==> config.mk <==
export PLATFORM = sky130hd
export DESIGN_NAME = semaforo_monitor
export DESIGN_NICKNAME = d
export VERILOG_FILES = /design/src/rtl/semaforo_monitor.sv
export SDC_FILE = /design/constraint.sdc
export NUM_CORES = 1
export LEC_CHECK = 0
export CORE_MARGIN = 4
export CORE_UTILIZATION = 57
export CTS_CLUSTER_DIAMETER = 60
export DETAILED_ROUTE_END_ITERATION = 10
export PLACE_DENSITY = 0.81
export SYNTH_ARGS = -nofsm -noshare
export SYNTH_HDL_FRONTEND = slang
export SYNTH_HIERARCHICAL = 1
export SYNTH_SLANG_ARGS = --single-unit
export TNS_END_PERCENT = 5
==> constraint.sdc <==
create_clock -name clk -period 3 [get_ports clk]
set_input_delay 0.9 -clock clk [delete_from_list [all_inputs] [get_ports clk]]
set_output_delay 0.9 -clock clk [all_outputs]
set_load 0.02 [all_outputs]
==> src/rtl/semaforo_monitor.sv <==
// Passive checker for the two one-hot lamp buses of the traffic-light controller.
// Each bus gets its own decode, dwell counter and sequence/timing tracker; irq merges both channels.

module semaforo_monitor_ch #(
    parameter int unsigned VERDE    = 10,
    parameter int unsigned AMARELO  = 3,
    parameter int unsigned VERMELHO = 8,
    parameter int unsigned TOL      = 1,
    parameter int unsigned CNT_W    = 9,
    parameter int unsigned CYC_W    = 8
) (
    input  logic             clk_i,
    input  logic             rst_ni,
    input  logic             en_i,
    input  logic             clr_err_i,
    input  logic [2:0]       lamp_i,
    output logic [1:0]       state_o,
    output logic             err_enc_o,
    output logic             err_seq_o,
    output logic             err_time_o,
    output logic [CYC_W-1:0] cycles_o,
    output logic             event_o
);

    typedef enum logic [1:0] {INIT, GREEN, YELLOW, RED} phase_e;

    localparam logic [CNT_W-1:0] DWELL_MAX = '1;

    logic [2:0]       code_q;
    logic [CNT_W-1:0] dwell_q;
    phase_e           phase_q;
    logic             armed_q;
    logic             err_enc_q, err_seq_q, err_time_q;
    logic [CYC_W-1:0] cycles_q;

    logic [1:0] nxt_col, cur_col;
    int         lo_lim, hi_lim;
    logic       tracking, change, legal;
    logic       enc_ev, seq_ev, time_ev;

    function automatic logic [1:0] decode(input logic [2:0] code);
        case (code)
            3'b100:  return 2'd0;
            3'b010:  return 2'd1;
            3'b001:  return 2'd2;
            default: return 2'd3;
        endcase
    endfunction

    function automatic phase_e to_phase(input logic [1:0] col);
        case (col)
            2'd0:    return GREEN;
            2'd1:    return YELLOW;
            2'd2:    return RED;
            default: return INIT;
        endcase
    endfunction

    assign state_o = decode(code_q);

    // Decisions use the incoming code against the registered one, so the exiting
    // phase's length is still in dwell_q at the edge that ends it.
    always_comb begin
        nxt_col = decode(lamp_i);
        cur_col = 2'd3;
        lo_lim  = 0;
        hi_lim  = 0;
        case (phase_q)
            GREEN: begin
                cur_col = 2'd0;
                lo_lim  = int'(VERDE) - int'(TOL);
                hi_lim  = int'(VERDE) + int'(TOL) + 1;
            end
            YELLOW: begin
                cur_col = 2'd1;
                lo_lim  = int'(AMARELO) - int'(TOL);
                hi_lim  = int'(AMARELO) + int'(TOL) + 1;
            end
            RED: begin
                cur_col = 2'd2;
                lo_lim  = int'(VERMELHO) - int'(TOL);
                hi_lim  = int'(VERMELHO) + int'(TOL) + 1;
            end
            default: ;
        endcase
        tracking = (phase_q != INIT);
        change   = tracking && (nxt_col != 2'd3) && (nxt_col != cur_col);
        legal    = ((phase_q == GREEN)  && (nxt_col == 2'd1)) ||
                   ((phase_q == YELLOW) && (nxt_col == 2'd2)) ||
                   ((phase_q == RED)    && (nxt_col == 2'd0));
        enc_ev   = en_i && (nxt_col == 2'd3);
        seq_ev   = en_i && change && !legal;
        time_ev  = en_i && tracking && armed_q &&
                   ((change && legal && (int'(dwell_q) < lo_lim)) ||
                    (int'(dwell_q) == hi_lim));
        event_o  = enc_ev || seq_ev || time_ev;
    end

    always_ff @(posedge clk_i or negedge rst_ni) begin
        if (!rst_ni) begin
            code_q     <= '0;
            dwell_q    <= '0;
            phase_q    <= INIT;
            armed_q    <= 1'b0;
            err_enc_q  <= 1'b0;
            err_seq_q  <= 1'b0;
            err_time_q <= 1'b0;
            cycles_q   <= '0;
        end else begin
            code_q <= lamp_i;
            if (lamp_i != code_q) begin
                dwell_q <= CNT_W'(1);
            end else if (dwell_q != DWELL_MAX) begin
                dwell_q <= dwell_q + CNT_W'(1);
            end

            err_enc_q  <= enc_ev  || (err_enc_q  && !clr_err_i);
            err_seq_q  <= seq_ev  || (err_seq_q  && !clr_err_i);
            err_time_q <= time_ev || (err_time_q && !clr_err_i);

            if (!en_i) begin
                phase_q <= INIT;
                armed_q <= 1'b0;
            end else if (nxt_col == 2'd3) begin
                phase_q <= INIT;
                armed_q <= 1'b0;
            end else if (phase_q == INIT) begin
                phase_q <= to_phase(nxt_col);
                armed_q <= 1'b0;
            end else if (change) begin
                phase_q <= to_phase(nxt_col);
                armed_q <= legal;
                if (legal && (phase_q == RED)) begin
                    cycles_q <= cycles_q + CYC_W'(1);
                end
            end
        end
    end

    assign err_enc_o  = err_enc_q;
    assign err_seq_o  = err_seq_q;
    assign err_time_o = err_time_q;
    assign cycles_o   = cycles_q;

endmodule

module semaforo_monitor #(
    parameter int unsigned VERDE    = 10,
    parameter int unsigned AMARELO  = 3,
    parameter int unsigned VERMELHO = 8,
    parameter int unsigned TOL      = 1,
    parameter int unsigned CNT_W    = 9,
    parameter int unsigned CYC_W    = 8
) (
    input  logic             clk,
    input  logic             rst,
    input  logic             en,
    input  logic             clr_err,
    input  logic [2:0]       A,
    input  logic [2:0]       B,
    output logic [1:0]       state_a,
    output logic [1:0]       state_b,
    output logic             err_enc_a,
    output logic             err_enc_b,
    output logic             err_seq_a,
    output logic             err_seq_b,
    output logic             err_time_a,
    output logic             err_time_b,
    output logic [CYC_W-1:0] cycles_a,
    output logic [CYC_W-1:0] cycles_b,
    output logic             irq
);

    logic ev_a, ev_b;
    logic irq_q;

    semaforo_monitor_ch #(
        .VERDE(VERDE), .AMARELO(AMARELO), .VERMELHO(VERMELHO),
        .TOL(TOL), .CNT_W(CNT_W), .CYC_W(CYC_W)
    ) u_ch_a (
        .clk_i      (clk),
        .rst_ni     (rst),
        .en_i       (en),
        .clr_err_i  (clr_err),
        .lamp_i     (A),
        .state_o    (state_a),
        .err_enc_o  (err_enc_a),
        .err_seq_o  (err_seq_a),
        .err_time_o (err_time_a),
        .cycles_o   (cycles_a),
        .event_o    (ev_a)
    );

    semaforo_monitor_ch #(
        .VERDE(VERDE), .AMARELO(AMARELO), .VERMELHO(VERMELHO),
        .TOL(TOL), .CNT_W(CNT_W), .CYC_W(CYC_W)
    ) u_ch_b (
        .clk_i      (clk),
        .rst_ni     (rst),
        .en_i       (en),
        .clr_err_i  (clr_err),
        .lamp_i     (B),
        .state_o    (state_b),
        .err_enc_o  (err_enc_b),
        .err_seq_o  (err_seq_b),
        .err_time_o (err_time_b),
        .cycles_o   (cycles_b),
        .event_o    (ev_b)
    );

    always_ff @(posedge clk or negedge rst) begin
        if (!rst) begin
            irq_q <= 1'b0;
        end else begin
            irq_q <= ev_a || ev_b;
        end
    end

    assign irq = irq_q;

endmodule

==> results of run 1 <==
[sequential cells by signal, indices dropped and copies added (netlist names)]
| signal | flops |
|---|---|
| u_ch_b/phase_q | 2 |
| u_ch_a/armed_q | 1 |
| u_ch_a/phase_q | 2 |
| u_ch_a/err_seq_o | 1 |
| u_ch_a/dwell_q | 9 |
| u_ch_b/err_seq_o | 1 |
| u_ch_b/armed_q | 1 |
| u_ch_a/err_time_o | 1 |
| u_ch_b/dwell_q | 9 |
| u_ch_a/cycles_o | 8 |
| u_ch_b/err_enc_o | 1 |
| u_ch_a/err_enc_o | 1 |
| u_ch_b/cycles_o | 8 |
| u_ch_a/code_q | 3 |
| u_ch_b/err_time_o | 1 |
| u_ch_b/code_q | 3 |
| irq | 1 |
[metal layers]
layer  global-route usage  share of wire  vias up
met3               0.0408          0.036       10
met5                    0              0        -
met4               0.0676          0.015        0
met2                0.378           0.52       60
li1                     -              -     1309
met1                0.258           0.43     1317
[cell families (layout without fill, tap and decap cells)]
logic type | Yosys count | in the layout | share of synthesized area
compound gates | 48 | 48 | 0.102
flops | 53 | 53 | 0.394
mux | 14 | 14 | 0.0431
simple gates | 121 | 121 | 0.198
buf+inv | 34 | 98 | 0.0498
fa+ha+maj | 28 | 28 | 0.104
xor+xnor | 42 | 42 | 0.109
[layout make-up]
cell class	count	share of cell area
multi-input cells	253	0.463
flip-flops and latches	53	0.319
repair buffers	70	0.150
well taps	72	0.0217
inverters	20	0.0181
clock buffers	5	0.0166
clock inverters	3	0.0120
[per-stage QoR]
step	TNS (ps)	instances	setup slack [ps]
2_1_floorplan	0	340	17.8
3_5_place_dp	-6990	468	-403
6_report	0	476	55.1
3_3_place_gp	-5470	468	-338
4_1_cts	-2.59	476	-2.59
5_1_grt	-29.5	476	-15.9
[repair_timing]
| item | CTS | global route |
|---|---|---|
| setup buffers | 0 | 0 |
| resized for setup | 3 | 15 |
| setup endpoints to repair | 4 | 22 |
| hold endpoints to repair | 0 | 0 |
| pin swaps | 0 | 2 |
[Yosys cell counts (8+ instances only)]
master / n / area share
a21oi_1: 8 / 0.012
dfrtp_1: 53 / 0.39
ha_1: 28 / 0.10
inv_1: 20 / 0.022
mux2i_1: 10 / 0.030
nand2_1: 16 / 0.018
nand2b_1: 10 / 0.019
nand3_1: 18 / 0.027
nand4_1: 10 / 0.019
nor2_1: 30 / 0.033
o21ai_0: 14 / 0.021
xnor2_1: 24 / 0.062
xor2_1: 18 / 0.047
[how the worst max path moves through the flow]
stage          startpoint  end  slack, ps
3_3_place_gp         A[2]  irq       -340
4_1_cts              B[2]  irq         -3
5_1_grt              B[2]  irq        -20
3_5_place_dp         A[2]  irq       -400
6_report             B[2]  irq         60
2_1_floorplan        B[2]  irq         20
[power by group through the flow]
stage / Clock (mW) / Combinational, mW / Sequential (mW)
after global placement: 0 / 0.294 / 0.766
after detailed placement: 0 / 0.303 / 0.766
final: 0.505 / 0.321 / 0.753
after floorplan: 0 / 0.184 / 0.770
after CTS: 0.513 / 0.313 / 0.753
after global routing: 0.545 / 0.355 / 0.756
==> results.md, run 1 <==
- CTS tree: yes
- DP Area: 3980 sq um
- Reg clk slew, reported paths: 110 ps
- Sequential power share: 0.477
- Fillcell total: 402
- R2r endpoint: irq
- Io pins: 37
- Switching Share: 0.278
- GP Congestion: 0.875
- Syn Area/Cell: 9.90 sq um
- Main flop type after synthesis: dfrtp_1
- EDFF count, synth: 0
- Min Tclk post-route: 2940 ps
- Post-synth ARST share: 1.00
- Post-Synthesis Cells: 340
- Share of cells above drive strength 1: 0.171
- Port Buffers: 36
- Row count: 27
- Flops & latches, synth: 53
- P_int: 1.14 mW
- Max-cap viol count: 0
- Ant diodes: 0
- Vias in the first global route: 2796
- Startpoint types: input port
- Final period util: 0.982
- Hold-fix buffers at CTS: 0
- First-pass GRT wire length: 12600 microns
- Crit. End Element: flop
- Root buffer cell: clkbuf_8
- Avg Vias per Cell: 5.66
- Critical path arrival: 3140 ps
- Fin util: 0.741
- Slew HR: 0.522
- Worst hold margin: 481 ps
- Post-route clock skew: 8.80 ps
- Syn. warnings: 6
- Clock group share of total power: 0.320
- Crit path largest cell delay: 420 ps
- Vias post-DR: 2696
- WP data required: 3190 ps
- CORE AREA: 5610 sq um
- Detailed placement HPWL: 5340 microns
- Worst reg2reg path depth: 10
- Drt drc: 0
- Worst R2R Setup Slack: 550 ps
- FF/Latch Area: 1330 sq um
- CTS Buf Count: 5
- Power per cell area: 380 nW/um^2
- Htree depth: 2
- Worst hold start: u_ch_a/cycles_o[7]
- Buf/Inv on CP: 2
- Final instance area: 4160 sq um
- Max frequency: 0.340 GHz
- P_leak: 1.85 nW
- Global-route usage over all layers: 0.212
- Later-pin clock latency in the skew report: 310 ps
- Commonest cells after routing, fill and taps aside: dfrtp_1, clkdlybuf4s50_1, buf_4
- Final Hold Viols: 0
- Commonest non-fill, non-tap cell in the layout: dfrtp_1
- Worst-margin pin slew: 718 ps
- Post-Route WL: 7140 microns
- Die area: 7200 sq um
- Critical-path cell list: clkdlybuf4s50_1 > nand2b_1 > nor2_2 > inv_1 > ha_2 > or3_1 > o32a_1 > o311ai_2 > and2_4 > o211ai_1 > or2_1
- Worst IR Drop VDD: 0.227 mV
- Comb power frac: 0.203
- Final net count: 441
- Slowest CP cell: clkdlybuf4s50_1
- Switching power: 0.439 mW
- Critical path class: input port to flop
- Initial DRC count: 150
- Area of the multi-input gates: 1920 sq um
- Total gr overflow: 0
- Setup-failing EPs final: 0
- Sequential share of the synthesized area: 0.394
- Syn Std Cell Area: 3370 sq um
- Delay-heaviest family, CP: simple AND/OR/NAND/NOR gates
- Max Slew Vio Count: 0
- Syn_nets: 378
- Initial core utilization: 0.600
- Max FO, Critical Path: 5
- Status: complete, no violations
- WL/cell: 15.0 microns
- Post-DRT Antenna Nets: 0
- Die Height: 84.9 microns
- Hold WC Path Type: flop to flop
- Antenna violations before repair: 0
- Min-Delay Endpoint: u_ch_a/cycles_o[7]
- Hold Path Cell Cnt: 1
- Final Power: 1.58 mW
- Drt first pass iters: 4
- Clk sinks: 53
- Layout area overhead: 23.5%
- Die Wd: 84.9 microns
- RSZ-0062 raised after global routing: yes
- Max Root-Sink Buffers: 2
- Yosys cell types: 43
- Reg2reg start: u_ch_a/phase_q[0]
- Largest net degree at the start of global routing: 33
- Critical path depth: 11
Note: power is estimated with default switching activity, not from simulation.
==> run 2: changes to the inputs <==
Settings changed: CORE_UTILIZATION 57 to 35, CTS_CLUSTER_DIAMETER 60 to not set, PLACE_DENSITY 0.81 to 0.56.
==> results.md, run 2 (synthesized netlist as in run 1, its figures left out) <==
- Status: complete, no violations
- Min Tclk post-route: 2900 ps (-46.9 ps)
- Slew HR: 0.552 (+0.0300)
- Setup-failing EPs final: 0 (unchanged)
- Die Wd: 106 microns (+25%)
- Critical path arrival: 3100 ps (-40 ps)
- WL/cell: 12.8 microns (-15%)
- Hold Path Cell Cnt: 1 (unchanged)
- Post-Route WL: 6850 microns (-4.0%)
- Total gr overflow: 0 (unchanged)
- Sequential power share: 0.501 (+0.024)
- First-pass GRT wire length: 12300 microns (-1.9%)
- Row count: 35 (+30%)
- Max frequency: 0.345 GHz (+1.6%)
- Commonest non-fill, non-tap cell in the layout: dfrtp_1
- Clk sinks: 53 (unchanged)
- Max Root-Sink Buffers: 2 (unchanged)
- Hold WC Path Type: flop to flop
- Final worst slack: 102 ps (+46.9 ps)
- Share of cells above drive strength 1: 0.172 (+0.00120)
- Largest net degree at the start of global routing: 54 (+64%)
- WP data required: 3200 ps (about the same)
- Commonest cells after routing, fill and taps aside: dfrtp_1, buf_4, clkdlybuf4s50_1
- Area of the multi-input gates: 1920 sq um (-0.20%)
- Root buffer cell: clkbuf_8
- P_int: 1.06 mW (-7.4%)
- Drt drc: 0 (unchanged)
- Setup WS pre-CTS: -417 ps (-13.9 ps)
- Crit. End Element: flop
- Startpoint types: input port
- Hold-fix buffers at CTS: 0 (unchanged)
- Worst IR Drop VDD: 0.198 mV (-13%)
- DP Area: 4070 sq um (+2.4%)
- Io pins: 37 (unchanged)
- Comb power frac: 0.210 (+0.007)
- Critical path class: input port to flop
- Die Height: 106 microns (+25%)
- Fin util: 0.454 (-0.287)
- Worst hold margin: 492 ps (+10.3 ps)
- Initial DRC count: 55 (-63%)
- Detailed placement HPWL: 5270 microns (-1.2%)
- Later-pin clock latency in the skew report: 310 ps (about the same)
- RSZ-0062 raised after global routing: yes
- Worst-margin pin slew: 673 ps (-45.0 ps)
- Setup_tns: 0 ps (unchanged)
- Met3 Use GR: 0.0225 (-0.0183)
- FF/Latch Area: 1330 sq um (unchanged)
- Max-cap viol count: 0 (unchanged)
- GP Congestion: 0.796 (-9.0%)
- Largest regs: u_ch_a/dwell_q (9), u_ch_b/dwell_q (9)
- Avg Vias per Cell: 4.80 (-15%)
- Layout area overhead: 25.2%
- Met2 GRT Util: 0.232 (-0.146)
- Drt first pass iters: 4 (unchanged)
- Reg clk slew, reported paths: 110 ps (about the same)
- Vias post-DR: 2574 (-4.5%)
- CORE AREA: 9280 sq um (+66%)
- Initial core utilization: 0.363 (-0.238)
- CTS Buf Count: 5 (unchanged)
- Gr busiest metal: met2
- Worst reg2reg path depth: 9 (-1)
- Final Hold Viols: 0 (unchanged)
- Die area: 11300 sq um (+56%)
- Switching Share: 0.297 (+0.0190)
- Vias in the first global route: 2656 (-5.0%)
- Port Buffers: 36 (unchanged)
- Fillcell total: 922 (+130%)
- Post-DRT Antenna Nets: 0 (unchanged)
- Ant diodes: 0 (unchanged)
- Max Slew Vio Count: 0 (unchanged)
- P_leak: 1.84 nW (-0.53%)
- Htree depth: 2 (unchanged)
- Final net count: 444 (+0.68%)
- Clock group share of total power: 0.288 (-0.032)
- Switching power: 0.446 mW (+1.6%)
- Max FO, Critical Path: 9 (+4)
- Power per cell area: 356 nW/um^2 (-6.2%)
- Global-route usage over all layers: 0.130 (-0.0820)
- Final instance area: 4220 sq um (+1.4%)
- Post-route clock skew: 7.20 ps (-1.60 ps)
- Antenna violations before repair: 0 (unchanged)
- Final period util: 0.966 (-0.0156)
- # Post-CTS Setup Buffers: 0 (unchanged)
- GR Util met1: 0.169 (-0.0891)
- CTS tree: yes
==> run 2: worst paths after layout <==
kind / from / endpoint / slack [ps]
max: A[1] / u_ch_a/armed_q / 100
min: u_ch_a/cycles_o[7] / u_ch_a/cycles_o[7] / 490
max reg2reg: u_ch_a/phase_q[0] / u_ch_a/armed_q / 640
min reg2reg: u_ch_a/cycles_o[7] / u_ch_a/cycles_o[7] / 490
max in group asynchronous: rst / u_ch_a/cycles_o[1] / 1850
min in group asynchronous: rst / u_ch_b/code_q[0] / 680
==> run 2: layout make-up <==
cell class,instances,share of cell area
Multi-Input combinational cell,253,0.455
Sequential cell,53,0.315
Timing Repair Buffer,73,0.151
Tap cell,129,0.0383
Inverter,20,0.0178
Clock buffer,5,0.0163
Clock inverter,3,0.00623
==> run 2: worst max-delay path: stages <==
cell             delay, ps
clkdlybuf4s50_1        420
buf_4                  170
nor2_1                 100
nand2_1                 80
ha_2                   200
or3_1                  370
o32a_1                 170
o311ai_2               100
and2_4                 210
buf_4                  110
mux2i_1                190
nor2_1                  60
==> run 2: timing repair <==
item                                    CTS  global route
pin swaps                                 2             1
gates resized for setup                   5             8
endpoints found under the setup margin   10            26
==> run 2: power groups by stage <==
| stage | Sequential (mW) | Combinational (mW) | Clock, mW |
|---|---|---|---|
| finish | 0.753 | 0.316 | 0.433 |
| global route | 0.757 | 0.352 | 0.473 |
| CTS | 0.754 | 0.311 | 0.449 |
| detailed placement | 0.768 | 0.304 | 0 |
| global placement | 0.767 | 0.302 | 0 |
| floorplan | 0.770 | 0.184 | 0 |
==> run 2: stage by stage <==
step	power, mW	std cells
after detailed placement	1.07	528
after global routing	1.58	536
after floorplan	0.955	340
after CTS	1.51	536
after global placement	1.07	528
final	1.50	536
==> run 2: routing by layer <==
layer	up-vias	share of wire	wire, microns
li1	1308	-	-
met1	1233	0.49	3330
met2	31	0.49	3330
met3	2	0.023	157
met4	0	0.0038	26
met5	-	0	0
